<file path="config.mk">
export PLATFORM = sky130hd
export DESIGN_NAME = snake_motion_ctrl
export DESIGN_NICKNAME = d
export VERILOG_FILES = /design/src/rtl/snake_motion_ctrl.sv
export SDC_FILE = /design/constraint.sdc
export NUM_CORES = 1
export LEC_CHECK = 0
export CAP_MARGIN = 5
export CORE_UTILIZATION = 40
export DETAILED_ROUTE_END_ITERATION = 8
export GPL_TIMING_DRIVEN = 0
export PLACE_DENSITY = 0.69
export SYNTH_ARGS = -nofsm -noshare
export SYNTH_HDL_FRONTEND = slang
export SYNTH_SLANG_ARGS = --single-unit
export TNS_END_PERCENT = 10
</file>
<file path="constraint.sdc">
create_clock -name Clk -period 5.6 [get_ports Clk]
set_clock_uncertainty 0.05 [all_clocks]
set_input_delay 1.12 -clock Clk [delete_from_list [all_inputs] [get_ports Clk]]
set_output_delay 1.12 -clock Clk [all_outputs]
set_load 0.005 [all_outputs]
</file>
<file path="src/rtl/snake_motion_ctrl.sv">
// snake_motion_ctrl: player-1 snake head sequencer.
// Decodes WASD keycodes into a committed heading. Advances the head one cell
// every STEP_FRAMES frame ticks. Kills the game when a step would leave the
// legal field.
module snake_motion_ctrl #(
    parameter int CELL        = 24,
    parameter int STEP_FRAMES = 8,
    parameter int X_MIN       = 12,
    parameter int X_MAX       = 612,
    parameter int Y_MIN       = 12,
    parameter int Y_MAX       = 468,
    parameter int X_START     = 324,
    parameter int Y_START     = 228
) (
    input  logic       Clk,
    input  logic       Reset_n,
    input  logic       frame_tick,
    input  logic [7:0] keycode,
    input  logic       restart,
    output logic [9:0] snakeX_pos,
    output logic [9:0] snakeY_pos,
    output logic [1:0] motionFlag,
    output logic       step_pulse,
    output logic       running,
    output logic       game_over
);

    typedef enum logic [1:0] {IDLE = 2'd0, RUN = 2'd1, DEAD = 2'd2} state_t;

    localparam logic [7:0]         LAST_CNT = 8'(STEP_FRAMES - 1);
    localparam logic signed [10:0] CELL_S   = 11'(CELL);
    localparam logic signed [10:0] XMIN_S   = 11'(X_MIN);
    localparam logic signed [10:0] XMAX_S   = 11'(X_MAX);
    localparam logic signed [10:0] YMIN_S   = 11'(Y_MIN);
    localparam logic signed [10:0] YMAX_S   = 11'(Y_MAX);
    localparam logic [9:0]         X_RST    = 10'(X_START);
    localparam logic [9:0]         Y_RST    = 10'(Y_START);

    state_t            state, state_nxt;
    logic [1:0]        pending_dir, pending_nxt, motion_nxt;
    logic [7:0]        frame_cnt, frame_cnt_nxt;
    logic [9:0]        x_nxt, y_nxt;
    logic              step_nxt;
    logic              key_valid, key_ok, step_edge, in_bounds;
    logic [1:0]        key_dir, dir_eff;
    logic signed [10:0] cand_x, cand_y;

    // {valid, direction}: W=00, A=01, S=10, D=11; anything else is ignored
    function automatic logic [2:0] decode_key(input logic [7:0] code);
        case (code)
            8'h1A:   return 3'b1_00;
            8'h04:   return 3'b1_01;
            8'h16:   return 3'b1_10;
            8'h07:   return 3'b1_11;
            default: return 3'b0_00;
        endcase
    endfunction

    // Horizontal candidate in 11-bit signed so a left step near 0 goes negative
    function automatic logic signed [10:0] move_x(input logic [9:0] x, input logic [1:0] d);
        logic signed [10:0] xs;
        xs = $signed({1'b0, x});
        case (d)
            2'b01:   return xs - CELL_S;
            2'b11:   return xs + CELL_S;
            default: return xs;
        endcase
    endfunction

    // Vertical candidate in 11-bit signed so an up step near 0 goes negative
    function automatic logic signed [10:0] move_y(input logic [9:0] y, input logic [1:0] d);
        logic signed [10:0] ys;
        ys = $signed({1'b0, y});
        case (d)
            2'b00:   return ys - CELL_S;
            2'b10:   return ys + CELL_S;
            default: return ys;
        endcase
    endfunction

    // Key filtering, step detection and bounds test of the candidate cell
    always_comb begin
        {key_valid, key_dir} = decode_key(keycode);
        // A reversal flips only the axis-sign bit relative to the committed heading
        key_ok    = key_valid && ((key_dir ^ motionFlag) != 2'b10);
        dir_eff   = key_ok ? key_dir : pending_dir;
        step_edge = frame_tick && (frame_cnt == LAST_CNT);
        cand_x    = move_x(snakeX_pos, dir_eff);
        cand_y    = move_y(snakeY_pos, dir_eff);
        in_bounds = (cand_x >= XMIN_S) && (cand_x <= XMAX_S) &&
                    (cand_y >= YMIN_S) && (cand_y <= YMAX_S);
    end

    // State register plus all registered outputs; async reset clears everything at once
    always_ff @(posedge Clk or negedge Reset_n) begin
        if (!Reset_n) begin
            state       <= IDLE;
            snakeX_pos  <= X_RST;
            snakeY_pos  <= Y_RST;
            motionFlag  <= 2'b11;
            pending_dir <= 2'b11;
            frame_cnt   <= 8'd0;
            step_pulse  <= 1'b0;
            running     <= 1'b0;
            game_over   <= 1'b0;
        end else begin
            state       <= state_nxt;
            snakeX_pos  <= x_nxt;
            snakeY_pos  <= y_nxt;
            motionFlag  <= motion_nxt;
            pending_dir <= pending_nxt;
            frame_cnt   <= frame_cnt_nxt;
            step_pulse  <= step_nxt;
            running     <= (state_nxt == RUN);
            game_over   <= (state_nxt == DEAD);
        end
    end

    // Next-state: restart wins over everything, a valid key starts play, a blocked step kills
    always_comb begin
        state_nxt = state;
        if (restart) begin
            state_nxt = IDLE;
        end else begin
            case (state)
                IDLE:    if (key_valid) state_nxt = RUN;
                RUN:     if (step_edge && !in_bounds) state_nxt = DEAD;
                DEAD:    state_nxt = DEAD;
                default: state_nxt = IDLE;
            endcase
        end
    end

    // Next values of position, heading, pending key, frame counter and step pulse
    always_comb begin
        x_nxt         = snakeX_pos;
        y_nxt         = snakeY_pos;
        motion_nxt    = motionFlag;
        pending_nxt   = pending_dir;
        frame_cnt_nxt = frame_cnt;
        step_nxt      = 1'b0;
        if (restart) begin
            x_nxt         = X_RST;
            y_nxt         = Y_RST;
            motion_nxt    = 2'b11;
            pending_nxt   = 2'b11;
            frame_cnt_nxt = 8'd0;
        end else begin
            case (state)
                IDLE: begin
                    // First key is taken without the reversal check
                    if (key_valid) begin
                        pending_nxt   = key_dir;
                        frame_cnt_nxt = 8'd0;
                    end
                end
                RUN: begin
                    pending_nxt = dir_eff;
                    if (step_edge) begin
                        frame_cnt_nxt = 8'd0;
                        motion_nxt    = dir_eff;
                        // An illegal cell leaves the head where it was
                        if (in_bounds) begin
                            x_nxt    = cand_x[9:0];
                            y_nxt    = cand_y[9:0];
                            step_nxt = 1'b1;
                        end
                    end else if (frame_tick) begin
                        frame_cnt_nxt = frame_cnt + 8'd1;
                    end
                end
                default: ;
            endcase
        end
    end

endmodule
</file>
### Word level (Yosys, flattened, before mapping)

Index checks and enable logic that the tools add are counted.
Widths: inputs -> output; s select.

* bits of input ports: 12
* output and inout bits: 25
* bits in registers: 37

* mux-type cells: 31
* add/subtract/negate cells: 5
* magnitude comparators: 4
* bitwise gates (word level): 1
* eq/ne operators: 15
* reduce and logical (&&, ||, !) cells: 17

Operator list (count)
* $mux 10: 8
* $pmux 11 s2: 2
* $mux 8: 4
* $eq 8x3->1 const B: 3
* $add 10x5->11 const B: 2
* $ge 11x5->1 const B: 2
* $sub 10x5->11 const B: 2
* $mux 2: 9
* $eq 8x5->1 const B: 2
* $pmux 8 s2: 1
* $pmux 3 s4: 1
* $le 11x10->1 const B: 1
* $le 11x11->1 const B: 1
* $add 8x1->8 const B: 1
* $eq 2x2->1 const B: 4
* $eq 2x1->1 const B: 3
* $logic_and 1x1->1: 6
* $pmux 2 s3: 1
* $reduce_and 3->1: 2
* $reduce_bool 2->1: 3
* $logic_not 2->1: 2
* $mux 1: 4
* $ne 4x4->1 const B: 1
* $pmux 2 s2: 1
* 6 further kinds: 7

### Depth between registers and ports, before layout

Gate-level depths: netlist of the first run.

* word-level depth: 18
* depth in mapped cells: 15

### Least setup slack after synthesis of the first run

No wires, ideal clock.

* path type: input to register
* from: input port keycode[5]
* to: register snakeX_pos[3]
* library setup time: 125 ps
* arrival time: 5198 ps
* stages on the path: 15
* required time: 5425 ps
* setup slack: 227 ps
* cell sequence: or3_1 > or4_1 > a21oi_1 > a211oi_1 > nand2_1 > inv_1 > fa_1 > a211o_1 > a2111o_1 > o211ai_1 > o22ai_1 > a2111oi_4 > o221ai_2 > nor3_4 > mux2_4

* cells in the longest elaborated chain, start to end: 14
* elaborated cells between the ends (all ways): 28
* those cells by class: 4 x order compare; 8 x eq/ne; 8 x mux; 1 x bitwise; 7 x reduce/logical

Ends and longest elaborated chain
* start, declared: line 18 `input logic [7:0] keycode,`
* $eq 8x3->1 / $eq 8x5->1 (equally long branches): line 50 `case (code)`
* $pmux 3 s4 *: line 50
* $xor 2x2->2: line 85 `key_ok = key_valid && ((key_dir ^ motionFlag) != 2'b10);`
* $ne 2x2->1: line 85
* $logic_and 1x1->1: line 85
* $mux 2 *: line 86 `dir_eff = key_ok ? key_dir : pending_dir;`
* $eq 2x2->1 / $eq 2x1->1 (equally long branches): line 63 `case (d)`
* $pmux 11 s2: line 63
* $ge 11x5->1 / $le 11x11->1 (equally long branches): line 90 `in_bounds = (cand_x >= XMIN_S) && (cand_x <= XMAX_S) &&`
* $logic_and 1x1->1 (2 in a row): line 90
* $logic_and 1x1->1: line 91 `(cand_y >= YMIN_S) && (cand_y <= YMAX_S);`
* $reduce_bool 2->1 (no source line)
* $reduce_and 3->1 (no source line)
* end signal, assigned: line 108 `snakeX_pos <= x_nxt;`
* end, declared: line 20 `output logic [9:0] snakeX_pos,`

Every way passes the cells marked *; elsewhere a longest branch is shown, timed or not. The select of a mux whose other input is x is not followed.
A chain may end at the register's enable or synchronous reset.

### Worst setup path in the final report of the first run

Ends and elaborated chain as after synthesis.

==> metrics, run 1 <==
post-synth top area share=0.212; post-layout instance count excluding filler cells=414; largest cells by area after synthesis=dfrtp_1, dfstp_2, ha_1; Peak VDD IR=0.204 mV; area leader, netlist=dfrtp_1; post-synthesis instance total=282; DR DRC count=0; slowest library cell on the worst path=or4_4; CTS Buffer Depth=2; Post-synth ARST share=1.00; initial antenna violation count=0; type of the most critical hold path=flip-flop to flip-flop; final net count=364; CP endpoint kind=flip-flop; largest net degree at the start of global routing=33; post-layout minimum cycle time=5.45 ns; total track usage=0.196; fin area=3360 um^2; core area=6310 um^2; DP Wirelength=4.51 mm; worst slew pin tran=0.732 ns; antenna cells=0; Num Clock Sinks=32; syn_area_per_cell=9.22 um^2; synth warn=0; hold depth=2; Reg2Reg Depth=15; TritonRoute pass-1 iters=4; # hold bufs at CTS=0; antenna-violating nets left=0; CP required=5.72 ns; distinct cell type count of the synthesized netlist=69; Root Driver=clkbuf_8; first-pass GRT wire length=10.2 mm; post-synth design cell area=2600 um^2; Final Cycle Share=0.972; area grow syn2layout=29.4%; critical path fanouts, max=4; die width=82.6 um; Placed Area=3010 um^2; FF+latch count, synth=32; Crit path largest cell delay=0.50 ns; vias in the first global route=2,156; Worst-path clk slew=0.08 ns; CP Launch Type=input pin; DR iter-0 viols=86; placed cell count=393; later-pin clock latency in the skew report=0.29 ns; total congestion overflow=0; CTS buffer count=5; Post-Route WL=6.42 mm; average wire per standard cell=15.5 um; via-per-instance ratio=5.75; Finish-stage setup viols=0; cell breakdown of the critical path=clkdlybuf4s50_1, or3_4, or4_4, a21oi_4, a211oi_4, nand2_2, inv_2, fa_2, a211o_1, a2111o_1, o211ai_1, o22ai_2, a2111oi_4, o221ai_4, nor3_4, mux2_4; Pins Over Slew Limit=0; leak pwr=1.43 nW; IO buf count=31; max_cap viols=0; die area=6830 um^2; TritonCTS clock tree=done; Primary FF master, synth=dfrtp_1; Crit path arrival time=5.57 ns; status=complete, no violations; Top delay family on crit path=compound AO/OA/AOI/OAI gates; worst path bufs/invs=2; Clock H-tree levels=2; initial core utilization=0.412; layout cells sized above 1=0.211; sequential fraction of the synthesis area=0.313; Peak Freq=184 MHz; die height=82.6 um; CP Class=input pin to flip-flop; I/O pin count=37; Worst slew margin=0.512; Power Dens Cells=181 nW/um^2; Hold Fails Final Rpt=0; stages on the worst setup path=16; RePlAce Congestion=0.811; DR vias=2,382; # rows=29; Post-synth EDFFs=0
==> cell families after synthesis <==
logic type	after synthesis	share of synthesized area
AND/OR/NAND/NOR	101	0.216
multiplexers	3	0.0135
buffers and inverters	21	0.0375
other	1	0.00144
flip-flops	32	0.313
adder cells (fa/ha/maj)	16	0.0828
XOR/XNOR	17	0.0573
AO/OA/AOI/OAI	91	0.279
==> state kept, by name, indices dropped and copies added, names as in the netlist <==
name         count
running          1
pending_dir      2
step_pulse       1
snakeX_pos       8
motionFlag       2
game_over        1
snakeY_pos       7
frame_cnt        8
state            2
==> cells in the final DEF (no fill, tap or decap), types with 3 or more instances in the layout <==
| cell | instances |
|---|---|
| a211o_1 | 5 |
| a211oi_1 | 6 |
| a21oi_1 | 14 |
| a31oi_1 | 3 |
| and3_1 | 3 |
| buf_4 | 18 |
| clkbuf_1 | 4 |
| clkbuf_8 | 5 |
| clkdlybuf4s50_1 | 24 |
| conb_1 | 4 |
| dfrtp_1 | 22 |
| dfstp_2 | 10 |
| dlymetal6s2s_1 | 6 |
| ha_1 | 14 |
| inv_1 | 11 |
| nand2_1 | 13 |
| nand2b_1 | 5 |
| nand3_1 | 10 |
| nand4_1 | 4 |
| nand4b_1 | 3 |
| nor2_1 | 31 |
| nor3_1 | 4 |
| o211ai_1 | 4 |
| o21ai_0 | 15 |
| o21bai_1 | 4 |
| or2_2 | 3 |
| xnor2_1 | 5 |
| xor2_1 | 10 |
==> tightest hold or removal path: stages (launching register included) <==
cell and delay [ns]:
dfstp_2 0.39, inv_1 0.07, a32oi_1 0.06
==> per-stage QoR <==
| stage | util | setup WS (ns) | hold slack, ns | total power, W | setup TNS, ns |
|---|---|---|---|---|---|
| floorplan | - | 0.227 | 0.406 | 0.000329 | 0 |
| global placement | 0.478 | -0.686 | 0.428 | 0.000361 | -7.68 |
| detailed placement | 0.477 | -0.778 | 0.449 | 0.000362 | -9.42 |
| CTS | 0.506 | 0.0131 | 0.464 | 0.000599 | 0 |
| global route | 0.533 | -0.0242 | 0.492 | 0.000638 | -0.0242 |
| finish | 0.533 | 0.155 | 0.467 | 0.000608 | 0 |
==> what timing repair did <==
action | in CTS | in global routing
gates resized for setup | 8 | 23
pin swaps | 4 | 14
setup endpoints to repair | 18 | 18
buffers inserted | 4 | 9
==> cell usage after synthesis (5+ instances only) <==
library cell  number
nor2_1            32
dfrtp_1           22
a21oi_1           15
nand2_1           15
o21ai_0           15
ha_1              14
inv_1             12
xor2_1            11
dfstp_2           10
nand3_1           10
a211oi_1           8
xnor2_1            6
a211o_1            5
buf_4              5
nand2b_1           5
nor3_1             5
==> metal layers <==
layer  share of wire  wire length [um]  track usage  vias up
li1                -                 -            -     1183
met5               0                 0            0        -
met1            0.48              3070        0.275     1142
met3           0.033               214       0.0308        7
met2            0.48              3070        0.312       50
met4          0.0098                63       0.0500        0
==> final timing paths <==
kind	start	endpoint	slack [ns]
min in group asynchronous	Reset_n	frame_cnt[2]$_DFFE_PN0P_	0.83
setup reg to reg	motionFlag[0]$_DFFE_PN1P_	snakeX_pos[3]$_DFFE_PN0P_	1.13
hold reg to reg	snakeY_pos[6]$_DFFE_PN1P_	snakeY_pos[6]$_DFFE_PN1P_	0.47
hold / removal	snakeY_pos[6]$_DFFE_PN1P_	snakeY_pos[6]$_DFFE_PN1P_	0.47
setup / recovery	keycode[5]	snakeX_pos[3]$_DFFE_PN0P_	0.15
max in group asynchronous	Reset_n	snakeX_pos[3]$_DFFE_PN0P_	4.19
==> where the power goes <==
part / switching [W] / leakage, nW / internal [W]
Sequential: 0.000000939 / 0.413 / 0.000232
Combinational: 0.0000861 / 0.968 / 0.0000629
Clock: 0.0000940 / 0.0541 / 0.000132
Total: 0.000181 / 1.43 / 0.000427
==> cell type report <==
cell class | count | area (um^2)
fillers | 607 | 2950
multi-input cells | 232 | 1830
flip-flops and latches | 32 | 813
repair buffers | 44 | 418
well taps | 77 | 96.3
clock buffers | 5 | 68.8
plain buffers | 9 | 52.6
inverters | 12 | 45.0
clock inverters | 3 | 42.5
(Power assumes the default switching activity.)
==> run 2: changes to the inputs <==
--- a/config.mk
+++ b/config.mk
@@ -5,11 +5,14 @@
 export SDC_FILE = /design/constraint.sdc
 export NUM_CORES = 1
 export LEC_CHECK = 0
+export ABC_AREA = 1
 export CAP_MARGIN = 5
-export CORE_UTILIZATION = 40
+export CELL_PAD_IN_SITES_DETAIL_PLACEMENT = 0
+export CELL_PAD_IN_SITES_GLOBAL_PLACEMENT = 1
+export CORE_UTILIZATION = 39
 export DETAILED_ROUTE_END_ITERATION = 8
 export GPL_TIMING_DRIVEN = 0
-export PLACE_DENSITY = 0.69
+export PLACE_DENSITY = 0.87
 export SYNTH_ARGS = -nofsm -noshare
 export SYNTH_HDL_FRONTEND = slang
 export SYNTH_SLANG_ARGS = --single-unit
==> run 2 against run 1 <==
The run now ends with DRC left. Global-route usage increased by 0.31 points. Via count increased by 7.9%. Synthesized cell count increased by 39%. Critical path type unchanged.
==> metrics, run 2 <==
status=finished, violations left; failing checks=DRC; RSZ-0062 raised after global routing=false; setup total negative slack=0 ns (unchanged); Clock H-tree levels=2 (unchanged); FF+latch count, synth=32 (unchanged); CP Launch Type=input pin; M1 WL=2.98 mm (-3.0%); reg2reg end=snakeX_pos[3]$_DFFE_PN0P_; Root Driver=clkbuf_8; distinct cell type count of the synthesized netlist=37 (-46%); layout cells sized above 1=0.101 (-0.109); leak pwr=1.64 nW (+14%); initial core utilization=0.407 (-0.00523); count leader, synth=nand2_1; Peak VDD IR=0.134 mV (-34%); antenna cells=0 (unchanged); post-CTS sizing=0 (-8); hold path start=pending_dir[1]$_DFFE_PN1P_; later-pin clock latency in the skew report=0.28 ns (about the same); total congestion overflow=0 (unchanged); DR iter-0 viols=122 (+42%); critical path fanouts, max=10 (+6); CTS Buffer Depth=2 (unchanged); IO buf count=32 (+3.2%); placed cell count=503 (+28%); internal power=0.000485 W (+14%); final net count=461 (+27%); area grow syn2layout=20.3%; Crit path arrival time=5.33 ns (-0.24 ns); NetSw=0.000263 W (+45%); Num Clock Sinks=32 (unchanged); largest net degree at the start of global routing=33 (unchanged); die width=83.8 um (+1.5%); R2R Setup Slk=1.60 ns (+0.47 ns); Power Dens Cells=238 nW/um^2 (+32%); TritonCTS clock tree=done; metal3 WL=242 um (+13%); DR DRC count=2 (+2); uppermost routed layer=met4; Final WS setup=0.433 ns (+0.278 ns); first-pass GRT wire length=11.2 mm (+9.9%); sequential share of power=0.343 (-0.041); average wire per standard cell=12.7 um (-18%); CTS buffer count=5 (unchanged); sequential fraction of the synthesis area=0.311 (-0.00135); RePlAce Congestion=0.828 (+2.1%); post-layout minimum cycle time=5.17 ns (-0.278 ns); CP Class=input pin to flip-flop; largest cells by area after synthesis=dfrtp_1, nand2_1, dfstp_2; Clk pwr share=0.296 (-0.075); die height=83.8 um (+1.5%); Hold Path End=pending_dir[1]$_DFFE_PN1P_; TritonRoute pass-1 iters=6 (+2); type of the most critical hold path=flip-flop to flip-flop; vias in the first global route=2,373 (+10%); worst slew pin tran=0.728 ns (-0.00412 ns); Hold Fails Final Rpt=0 (unchanged); syn_area_per_cell=6.68 um^2 (-28%); synth warn=0 (unchanged); Post-CTS Setup Bufs=0 (-4); Worst slew margin=0.515 (+0.00275); Reg2Reg Depth=24 (+9); Post-Route WL=6.49 mm (+1.1%); core area=6420 um^2 (+1.7%); Pins Over Slew Limit=0 (unchanged); Post-synth EDFFs=0 (unchanged); Worst-path clk slew=0.07 ns (about the same); pre-CTS setup slack=0.145 ns (+0.922 ns); I/O pin count=37 (unchanged); post-layout instance count excluding filler cells=511 (+23%); Peak Freq=194 MHz (+5.4%); most frequent cells in the layout=nand2_1, nand3_1, inv_1; Post-synth ARST share=1.00 (unchanged); post-synthesis instance total=391 (+39%); CP required=5.77 ns (+0.05 ns); post-synth design cell area=2610 um^2 (+0.43%); commonest non-fill, non-tap cell in the layout=nand2_1; Reg2Reg Launch Point=motionFlag[1]$_DFFE_PN1P_; DR vias=2,570 (+7.9%); total track usage=0.199 (+0.00307); Primary FF master, synth=dfrtp_1; # rows=29 (unchanged); initial antenna violation count=0 (unchanged); die area=7030 um^2 (+2.9%); Finish-stage setup viols=0 (unchanged); antenna-violating nets left=0 (unchanged); # hold bufs at CTS=0 (unchanged); Final Cycle Share=0.923 (-0.0496); via-per-instance ratio=5.03 (-13%); Synth top cells by count=nand2_1, nand3_1, inv_1; switch share=0.351 (+0.0535); max_cap viols=0 (unchanged); CP endpoint kind=flip-flop; post-synth top area share=0.211 (-0.000913); hold depth=2 (unchanged); DP Wirelength=5.02 mm (+11%); top flop regs=frame_cnt x8, snakeX_pos x8, snakeY_pos x7; area leader, netlist=dfrtp_1; routed wl met2=3.26 mm (+6.1%); logic gate share of total power=0.361 (+0.116)
## run 2: kinds of logic (layout without fill, tap and decap cells)
logic type	Yosys count	after routing	share of synthesized area
DFF	32	32	0.311
buffers and inverters	64	104	0.109
adders and majority gates	16	16	0.0824
other	1	4	0.00144
xor gates and xnor gates	9	9	0.0302
and+or+nand+nor	229	229	0.383
AOI/OAI and AO/OA	40	40	0.0824
## run 2: per-layer routing
metal / GRT usage / vias up
li1: - / 1333
met3: 0.0297 / 2
met5: 0 / -
met2: 0.355 / 47
met4: 0.0376 / 0
met1: 0.255 / 1188
## run 2: layout make-up
| type | instances | area (um^2) |
|---|---|---|
| fillers | 647 | 3280 |
| multi-input cells | 298 | 1520 |
| flip-flops and latches | 32 | 813 |
| repair buffers | 32 | 315 |
| inverters | 51 | 191 |
| well taps | 77 | 96.3 |
| plain buffers | 13 | 93.8 |
| clock buffers | 6 | 72.6 |
| clock inverters | 2 | 35.0 |
## run 2: through the flow
stage / area, um^2 / util / total power [W] / hold WS (ns)
finish: 3140 / 0.489 / 0.000748 / 0.433
global route: 3140 / 0.489 / 0.000799 / 0.450
CTS: 3140 / 0.489 / 0.000755 / 0.433
detailed placement: 3030 / 0.472 / 0.000530 / 0.421
global placement: 3040 / 0.473 / 0.000527 / 0.419
floorplan: 2620 / - / 0.000455 / 0.405
## run 2: critical path: stages
cell and delay (ns):
clkdlybuf4s50_1 0.41, nor2_1 0.12, nand2_1 0.09, nor2_1 0.19, nand2_1 0.11, nand2_1 0.07, nand2_1 0.05, nand3_2 0.10
nand3_1 0.15, nand2_2 0.12, buf_2 0.24, nand2_1 0.25, ha_1 0.43, nand3_1 0.09, nand2_1 0.14, a21oi_1 0.08
o21ai_0 0.30, xor2_1 0.21, nand2_1 0.09, nand2_1 0.07, nor2_1 0.05, nand2_1 0.05, nor2_1 0.05, nor2_2 0.15
nand3_2 0.14, nor2_4 0.26, nand3_1 0.11, nand2_1 0.07
## run 2: worst max-delay path by stage
| stage | start | end | cells past startpoint |
|---|---|---|---|
| after floorplan | keycode[0] | snakeY_pos[3]$_DFFE_PN0P_ | 29 |
| after global placement | keycode[7] | snakeX_pos[3]$_DFFE_PN0P_ | 28 |
| after detailed placement | keycode[5] | snakeX_pos[3]$_DFFE_PN0P_ | 28 |
| after CTS | keycode[5] | snakeX_pos[3]$_DFFE_PN0P_ | 28 |
| after global routing | keycode[5] | snakeX_pos[3]$_DFFE_PN0P_ | 28 |
| final | keycode[5] | snakeX_pos[3]$_DFFE_PN0P_ | 28 |
## run 2: power by group through the flow
stage               sequential [W]  clock [W]  combinational [W]
finish                    0.000256   0.000222           0.000270
global route              0.000258   0.000237           0.000304
CTS                       0.000256   0.000227           0.000272
detailed placement        0.000260          0           0.000270
global placement          0.000260          0           0.000267
floorplan                 0.000258          0           0.000197
==> run 3: changes to the inputs <==
--- a/config.mk
+++ b/config.mk
@@ -10,6 +10,7 @@
 export CELL_PAD_IN_SITES_DETAIL_PLACEMENT = 0
 export CELL_PAD_IN_SITES_GLOBAL_PLACEMENT = 1
 export CORE_UTILIZATION = 39
+export CTS_CLUSTER_DIAMETER = 200
 export DETAILED_ROUTE_END_ITERATION = 8
 export GPL_TIMING_DRIVEN = 0
 export PLACE_DENSITY = 0.87
==> results of run 3 <==
Same layout as run 2: the final DEF is identical, and so are final timing and power.
